File: config.mk
export PLATFORM = sky130hd
export DESIGN_NAME = dm_port_arbiter
export DESIGN_NICKNAME = d
export VERILOG_FILES = /design/src/rtl/dm_port_arbiter.sv
export SDC_FILE = /design/constraint.sdc
export NUM_CORES = 1
export LEC_CHECK = 0
export BUFFER_PORTS_ARGS = -buffer_cell sky130_fd_sc_hd__buf_2
export CELL_PAD_IN_SITES_DETAIL_PLACEMENT = 2
export CELL_PAD_IN_SITES_GLOBAL_PLACEMENT = 2
export CORE_ASPECT_RATIO = 1.5
export CORE_UTILIZATION = 33
export DETAILED_ROUTE_END_ITERATION = 8
export PLACE_DENSITY_LB_ADDON = 0.25
export SYNTH_ARGS = -nofsm -noshare
export SYNTH_HDL_FRONTEND = slang
export SYNTH_SLANG_ARGS = --single-unit
File: constraint.sdc
create_clock -name clk -period 5.7 [get_ports clk]
set_input_delay 1.14 -clock clk [delete_from_list [all_inputs] [get_ports clk]]
set_output_delay 1.14 -clock clk [all_outputs]
set_load 0.01 [all_outputs]
File: src/rtl/dm_port_arbiter.sv
// Shares one single-port data SRAM between the CPU MEM stage (fixed priority) and the AHB slave,
// with an aging counter so AHB cannot starve, and per-port read-data return with hold registers.
module dm_port_arbiter #(
  parameter int ADDR_W     = 11,
  parameter int DATA_W     = 32,
  parameter int STARVE_MAX = 4
) (
  input  logic              clk,
  input  logic              rst,
  input  logic              cpu_req,
  input  logic              cpu_we,
  input  logic [ADDR_W-1:0] cpu_addr,
  input  logic [DATA_W-1:0] cpu_wdata,
  output logic              cpu_gnt,
  output logic              cpu_stall,
  output logic              cpu_rvalid,
  output logic [DATA_W-1:0] cpu_rdata,
  input  logic              ahb_req,
  input  logic              ahb_we,
  input  logic [ADDR_W-1:0] ahb_addr,
  input  logic [DATA_W-1:0] ahb_wdata,
  output logic              ahb_gnt,
  output logic              ahb_rvalid,
  output logic [DATA_W-1:0] ahb_rdata,
  output logic [ADDR_W-1:0] sram_addr,
  output logic [DATA_W-1:0] sram_din,
  output logic              sram_we,
  input  logic [DATA_W-1:0] sram_dout
);

  typedef enum logic [1:0] {
    OWN_NONE = 2'd0,
    OWN_CPU  = 2'd1,
    OWN_AHB  = 2'd2
  } rd_owner_t;

  rd_owner_t         rd_owner_reg, rd_owner_next;
  logic [3:0]        starve_cnt_reg, starve_cnt_next;
  logic [ADDR_W-1:0] addr_hold_reg;
  logic [DATA_W-1:0] din_hold_reg;
  logic [DATA_W-1:0] cpu_hold_reg;
  logic [DATA_W-1:0] ahb_hold_reg;
  logic              force_ahb;

  // Grants are suppressed during reset so nothing reaches the SRAM.
  assign force_ahb = ahb_req & (starve_cnt_reg >= 4'(STARVE_MAX));
  assign ahb_gnt   = ~rst & ahb_req & (~cpu_req | force_ahb);
  assign cpu_gnt   = ~rst & cpu_req & ~ahb_gnt;
  assign cpu_stall = ~rst & cpu_req & ~cpu_gnt;

  always_comb begin
    sram_addr = addr_hold_reg;
    sram_din  = din_hold_reg;
    sram_we   = 1'b0;
    if (ahb_gnt) begin
      sram_addr = ahb_addr;
      sram_din  = ahb_wdata;
      sram_we   = ahb_we;
    end else if (cpu_gnt) begin
      sram_addr = cpu_addr;
      sram_din  = cpu_wdata;
      sram_we   = cpu_we;
    end
  end

  always_comb begin
    starve_cnt_next = starve_cnt_reg;
    if (ahb_gnt || !ahb_req) begin
      starve_cnt_next = 4'd0;
    end else if (starve_cnt_reg != 4'hF) begin
      starve_cnt_next = starve_cnt_reg + 4'd1;
    end
  end

  always_comb begin
    rd_owner_next = OWN_NONE;
    if (cpu_gnt && !cpu_we) begin
      rd_owner_next = OWN_CPU;
    end else if (ahb_gnt && !ahb_we) begin
      rd_owner_next = OWN_AHB;
    end
  end

  // rvalid is masked by rst so a read in flight when reset hits is never reported.
  assign cpu_rvalid = ~rst & (rd_owner_reg == OWN_CPU);
  assign ahb_rvalid = ~rst & (rd_owner_reg == OWN_AHB);
  assign cpu_rdata  = cpu_rvalid ? sram_dout : cpu_hold_reg;
  assign ahb_rdata  = ahb_rvalid ? sram_dout : ahb_hold_reg;

  always_ff @(posedge clk) begin
    if (rst) begin
      starve_cnt_reg <= 4'd0;
      rd_owner_reg   <= OWN_NONE;
      cpu_hold_reg   <= '0;
      ahb_hold_reg   <= '0;
    end else begin
      starve_cnt_reg <= starve_cnt_next;
      rd_owner_reg   <= rd_owner_next;
      if (rd_owner_reg == OWN_CPU) begin
        cpu_hold_reg <= sram_dout;
      end
      if (rd_owner_reg == OWN_AHB) begin
        ahb_hold_reg <= sram_dout;
      end
    end
  end

  // Last driven address/data are held so idle cycles do not toggle the SRAM pins.
  always_ff @(posedge clk) begin
    if (cpu_gnt || ahb_gnt) begin
      addr_hold_reg <= sram_addr;
      din_hold_reg  <= sram_din;
    end
  end

endmodule

== Yosys cells after proc, flatten, opt, wreduce, memory -nomap -nowiden ==
Index checks and enable logic that the tools add are counted.
Word-level totals
  bits in writable memories: 0
  input bits: 124
  memories: 0
  output and inout port bits: 113
  flip-flop bits (word level): 113
  word-level logic and storage cells: 44
  latch bits: 0
  memory bits (read-only): 0
Cells by class
  shifts and indexed selects: 0
  add/sub/neg operators: 1
  $lt $le $gt $ge: 1
  equality and inequality tests: 3
  mux-type cells: 10
  bitwise logic cells: 13
  $mul: 0
  reductions and logical operators: 9
  divide/modulo/power cells: 0
Operator list (count)
  $mux 32: 4
  $mux 11: 2
  $and 1x1->1: 8
  $add 4x1->4 const B: 1
  $ge 4x3->1 const B: 1
  $ne 4x4->1 const B: 1
  $not 1->1: 4
  $reduce_or 2->1: 2
  $logic_not 1->1: 3
  $mux 1: 3
  $eq 2x1->1 const B: 1
  $eq 2x2->1 const B: 1
  $logic_and 1x1->1: 2
  $logic_or 1x1->1: 2
  $mux 2: 1
  $or 1x1->1: 1

== Depth between registers and ports, before layout ==
Gate-level depths: netlist of the first run.
  word-level depth: 8
  depth in mapped cells: 6
  gate-level depth less buffers: 4

== Least setup slack after synthesis of the first run ==
OpenSTA, ideal clock, no wires.
  path type: in2out
  start point: input cpu_req
  end point: output sram_din[23]
  arrival time: 2226 ps
  data required time: 4560 ps
  cell stages on the path: 5
  slack: 2334 ps
  path buffers: 2
  path through: or3b_4 nand2b_4 buf_12 buf_12 mux2_2
On the way
  cells in the longest elaborated chain, start to end: 7
  elaborated cells between the ends (all ways): 8
  those cells by class: 2 x mux; 6 x bitwise
Ends and longest elaborated chain
  from (decl): RTL line 10  | input logic cpu_req,
  $not 1->1: RTL line 47  | assign ahb_gnt = ~rst & ahb_req & (~cpu_req | force_ahb);
  $or 1x1->1: RTL line 47
  $and 1x1->1: RTL line 47
  $not 1->1: RTL line 48  | assign cpu_gnt = ~rst & cpu_req & ~ahb_gnt;
  $and 1x1->1: RTL line 48
  $mux 32: RTL line 59  | end else if (cpu_gnt) begin
  $mux 32 *: RTL line 55  | if (ahb_gnt) begin
  to (decl): RTL line 26  | output logic [DATA_W-1:0] sram_din,
Every way passes the cells marked *; elsewhere a longest branch is shown, timed or not.

== Worst setup path after layout of the first run ==
  start point: input cpu_req
  end point: output sram_din[30]
Same word-level chain as after synthesis.

==> flow_summary.yaml, run 1 <==
final_layout:
  drive_above_1_share_pct: 69.13
  layout_common_cells: "buf_2, mux2_2, dfxtp_1"
  nets: 734
  syn_to_final_growth_pct: 34.94
  final_common_cell: "buf_2"
  final_area_um2: 7306
  n_fill_cell: 1674
  final_util_pct: 45.33
  diodes: 0
yosys:
  synth_area_leader_cell: "mux2_2"
  ys_seq_area_share_pct: 49.73
  yosysWarnings: 0
  synth_area_per_cell_um2: 14.17
  synth_nets: 507
  async_reset_ff_share_pct: 0
  synthTopCellsByArea: "mux2_2, dfxtp_1, edfxtp_1"
  syn_area_um2: 5414
  synth_ff_type: "dfxtp_1"
  synth_edf_count: 43
  syn_inst: 382
  ys_seq_elements: 113
  yosys.area.top_type_share_pct: 27.04
  ys_types: 23
timing:
  maxSlewViolCount: 0
  tns_ns: 0
  fin_skew_ns: 0.01630
  whs_ns: 0.4416
  hold_viol_final: 0
  max_freq_mhz: 248.2
  setup_viol: 0
  slew_headroom_pct: 28.21
  final.min_clock_period_ns: 4.029
  worst_slew_pin_slew_ns: 1.073
  rsz0062_at_grt: "no"
  fin_crit_sh_pct: 70.69
grt:
  grt_max_degree: 66
  met3_usage_pct: 4.598
  grt_pass1_wl_mm: 24.44
  grt_overflow: 0
  globalRouteMet2Util_pct: 34.66
  antenna_found_initial: 0
  busiest_layer: "met2"
  grt_pass1_vias: 4632
  grt.total_usage_pct: 18.61
  use_met1_pct: 19.59
floorplanning:
  die_height_um: 158.9
  initial_core_util_pct: 33.59
  coreArea_um2: 16120
  num_rows: 57
  dieArea_um2: 16930
  dieWidth_um: 106.6
  ios: 237
power:
  max-vdd-ir-drop_mv: 0.1512
  leakage_nw: 3.437
  p_per_area_nw_per_um2: 321.6
setup_path:
  cp-start-kind: "input port"
  required_ns: 4.56
  cp_max_fo: 47
  end_kind: "primary output"
  worstSetupPathType: "in -> out"
  crit_arrival_ns: 2.89
clock_tree:
  cts_hold_buf: 0
  cts_root_buf: "clkbuf_16"
  postCtsSetupRepairBufs: 0
  clock_path_buffers: 2
  numClockSinks: 113
  cts_resized: 0
  cts_inserted_buffers: 17
  cts_tree: "yes"
  insertion_delay_ns: 0.41
  cts.clk_slew.worst_paths_ns: 0.05
  h-tree-depth: 4
detailed_routing:
  wl_per_cell_um: 18.89
  vias: 4131
  antenna_left: 0
  drc: 0
  vias_per_cell: 4.989
  drt_iter0_drc: 107
  wirelength_mm: 15.64
  dr.pass1.iters: 4
placement:
  place.gp.congestion: 0.7360
  place_hpwl_mm: 10.89
  placed_cell_area_um2: 6670
  portBuffers: 236
outcome:
  status: "complete, no violations"
hold_path:
  hp-class: "reg -> reg"
run:
  maxCapViolCount: 0
==> kinds of logic after synthesis <==
kind of cell | after synthesis | share of synthesized area [%]
flops | 113 | 49.73
compound gates | 66 | 10.54
buf+inv | 34 | 4.576
fa+ha+maj | 1 | 0.2311
mux | 151 | 32.86
simple gates | 16 | 1.987
other cells | 1 | 0.06927
==> path summary, 6_finish.rpt <==
kind                          start                end  slack, ns  depth (start not counted)
setup / recovery            cpu_req       sram_din[30]       1.67                          5
hold / removal    starve_cnt_reg[0]  starve_cnt_reg[0]       0.44                          1
setup reg to reg  starve_cnt_reg[3]    din_hold_reg[3]       3.00                          3
hold reg to reg   starve_cnt_reg[0]  starve_cnt_reg[0]       0.44                          1
==> cell type report <==
class                   instances  area [um2]  share of cell area [%]
flip-flops and latches        113        2693                   36.86
repair buffers                238        1196                   16.37
multi-input cells             235        2509                   34.34
clock buffers                  22       518.0                   7.090
clock inverters                10       117.6                   1.610
inverters                       4       15.01                  0.2055
well taps                     206       257.7                   3.528
==> power breakdown <==
group          internal, mW  switching, mW
logic                 0.168          0.159
clock network         0.735          0.378
registers             0.893         0.0147
==> layer usage <==
| metal | vias to the layer above | share of wire, % |
|---|---|---|
| li1 | 1921 | - |
| met2 | 158 | 54 |
| met4 | 0 | 1.7 |
| met1 | 2035 | 38 |
| met5 | - | 0 |
| met3 | 17 | 6.2 |
==> through the flow <==
stage	std cells	power (mW)	worst slack, ns
finish	828	2.349	1.671
global route	828	2.447	1.609
CTS	828	2.389	1.666
detailed placement	796	1.255	1.665
global placement	796	1.239	1.696
floorplan	382	1.119	2.334
==> synth_stat cells, types with 3 or more instances <==
| library cell | instances |
|---|---|
| mux2_4 | 21 |
| clkbuf_1 | 6 |
| buf_12 | 4 |
| dfxtp_1 | 70 |
| and2_1 | 3 |
| nor2_1 | 4 |
| nor3_1 | 3 |
| mux2_2 | 130 |
| buf_2 | 14 |
| a22o_1 | 64 |
| inv_1 | 3 |
| buf_6 | 4 |
| edfxtp_1 | 43 |
==> worst max-delay path, cell delays in order <==
cell and delay (ns):
buf_2 0.12, or3b_4 0.41, nand2b_4 0.60, mux2_2 0.44, buf_2 0.15
(Power assumes the default switching activity.)
==> run 2, diff against run 1 <==
--- a/config.mk
+++ b/config.mk
@@ -9,7 +9,7 @@
 export CELL_PAD_IN_SITES_DETAIL_PLACEMENT = 2
 export CELL_PAD_IN_SITES_GLOBAL_PLACEMENT = 2
 export CORE_ASPECT_RATIO = 1.5
-export CORE_UTILIZATION = 33
+export CORE_UTILIZATION = 27
 export DETAILED_ROUTE_END_ITERATION = 8
 export PLACE_DENSITY_LB_ADDON = 0.25
 export SYNTH_ARGS = -nofsm -noshare
==> constraint.sdc (replaced) <==
create_clock -name clk -period 3.26 [get_ports clk]
set_input_delay 0.652 -clock clk [delete_from_list [all_inputs] [get_ports clk]]
set_output_delay 0.652 -clock clk [all_outputs]
set_load 0.01 [all_outputs]
==> run 2 against run 1 <==
Effect of this change:
- combinational power up 76%
- register-to-register slack got worse by 1.6 ns
- final area rose by 0.89%
- worst hold slack lost 0.0068 ns
- die area rose by 22%
- global-route usage fell by 2.8 points
- count of clock-buffer cells in the layout grew 3
- clock skew is 0.0076 ns lower
- critical path depth stayed put
- wire length is 3.6% higher
- first-iteration DRC count rose by 35%
- critical path type unchanged
- total power up 68%
==> flow_summary.yaml, run 2 (synthesized netlist as in run 1, its figures left out) <==
detailed_routing:
  drc: 0
  wirelength_mm: 16.21
  drt_iter0_drc: 144
  vias: 4159
  dr.pass1.iters: 5
  antenna_left: 0
  wl_per_cell_um: 18.32
  vias_per_cell: 4.699
grt:
  grt_overflow: 0
  grt.total_usage_pct: 15.78
  grt_max_degree: 66
  grt_pass1_wl_mm: 24.97
  grt_pass1_vias: 4587
  met3_usage_pct: 6.006
  busiest_layer: "met2"
  antenna_found_initial: 0
  use_met1_pct: 16.70
  globalRouteMet2Util_pct: 28.82
setup_path:
  cpPeakStageDelay_ns: 0.60
  cp_max_fo: 46
  crit_arrival_ns: 2.29
  r2r-end: "din_hold_reg[23]"
  required_ns: 2.61
  rrSetupSlack_ns: 1.39
  cp-start-kind: "input port"
  end_kind: "primary output"
  crit_slowest_cell: "nand2b_4"
  cp_cell_sequence: "buf_2, nand2b_4, mux2_2, mux2_2, buf_2"
  reg2reg_depth: 5
  r2r_start: "starve_cnt_reg[3]"
  worstSetupPathType: "in -> out"
final_layout:
  drive_above_1_share_pct: 68.96
  layout_common_cells: "buf_2, mux2_2, dfxtp_1"
  final_area_um2: 7371
  syn_to_final_growth_pct: 36.15
  multi_input_area_um2: 2509
  final_cells: 885
  regArea_um2: 2693
  diodes: 0
  final_common_cell: "buf_2"
  n_fill_cell: 2100
  nets: 737
timing:
  worst_slew_pin_slew_ns: 1.110
  hold_viol_final: 0
  tns_ns: 0
  max_freq_mhz: 340.2
  fin_crit_sh_pct: 90.17
  slew_headroom_pct: 25.85
  rsz0062_at_grt: "no"
  setup_viol: 0
  worst_slack_ns: 0.3203
  whs_ns: 0.4348
  fin_skew_ns: 0.008745
  final.min_clock_period_ns: 2.940
  maxSlewViolCount: 0
run:
  maxCapViolCount: 0
clock_tree:
  cts.clk_slew.worst_paths_ns: 0.05
  clock_path_buffers: 2
  cts_tree: "yes"
  insertion_delay_ns: 0.41
  cts_root_buf: "clkbuf_16"
  cts_inserted_buffers: 17
  numClockSinks: 113
  h-tree-depth: 4
  postCtsSetupRepairBufs: 0
  cts_resized: 0
  cts_hold_buf: 0
hold_path:
  hold_depth: 2
  hold_path.startpoint: "ahb_we"
  holdPathEnd: "rd_owner_reg[1]"
  hp-class: "in -> reg"
power:
  leakage_nw: 3.426
  max-vdd-ir-drop_mv: 0.3106
  p_per_area_nw_per_um2: 536.1
placement:
  post-place-ws_ns: 0.2807
  placed_cell_area_um2: 6798
  portBuffers: 236
  place.gp.congestion: 0.7837
  post-place-cells: 853
  place_hpwl_mm: 11.40
floorplanning:
  num_rows: 63
  die_height_um: 175.4
  dieArea_um2: 20630
  initial_core_util_pct: 27.47
  ios: 237
  dieWidth_um: 117.6
  coreArea_um2: 19710
outcome:
  status: "complete, no violations"
## run 2: cell count changes in the layout (fill, tap and decap cells not counted), moves of 2 or more
cell / before / now
bufinv_16: 2 / 0
clkinvlp_4: 0 / 2
buf_12: 0 / 3
clkinv_4: 4 / 1
clkbuf_1: 1 / 3
clkbuf_8: 1 / 3
## run 2: layout make-up
cell class / count / area share, %
Clock inverter: 7 / 0.6111
Timing Repair Buffer: 241 / 17.04
Sequential cell: 113 / 36.53
Clock buffer: 25 / 7.163
Multi-Input combinational cell: 235 / 34.04
Inverter: 4 / 0.2037
Tap cell: 260 / 4.414
## run 2: worst max path at each step
stage,startpoint,to,slack [ns],depth (start not counted)
after floorplan,cpu_req,addr_hold_reg[0],0.61,5
after global placement,rst,sram_din[29],0.35,5
after detailed placement,rst,sram_addr[2],0.28,5
after CTS,rst,sram_addr[7],0.27,5
after global routing,rst,sram_din[1],0.20,5
final,rst,sram_addr[2],0.32,5
## run 2: worst max-delay path: cells and delay by family
| family | cells | cell delay (ns) |
|---|---|---|
| buffers and inverters | 2 | 0.33 |
| muxes | 2 | 0.69 |
| and+or+nand+nor | 1 | 0.60 |
## run 2: metrics by stage
step / power (mW) / util, %
after global placement: 2.178 / 34.50
after global routing: 4.143 / 37.40
after detailed placement: 2.209 / 34.50
after CTS: 4.030 / 37.40
after floorplan: 1.956 / -
final: 3.951 / 37.40
## run 2: power by group
part           leakage [nW]  switching (mW)  internal [mW]
sequential            0.981          0.0272           1.56
clock                 0.280           0.664           1.12
combinational          2.16           0.279          0.299
total                  3.43           0.970           2.98
## run 2: layer usage
layer / part of all wire (%) / routed length (um) / vias to the layer above
li1: - / - / 1921
met1: 39 / 6341 / 2065
met2: 53 / 8532 / 163
met3: 7.3 / 1181 / 10
met4: 0.96 / 155 / 0
met5: 0 / 0 / -
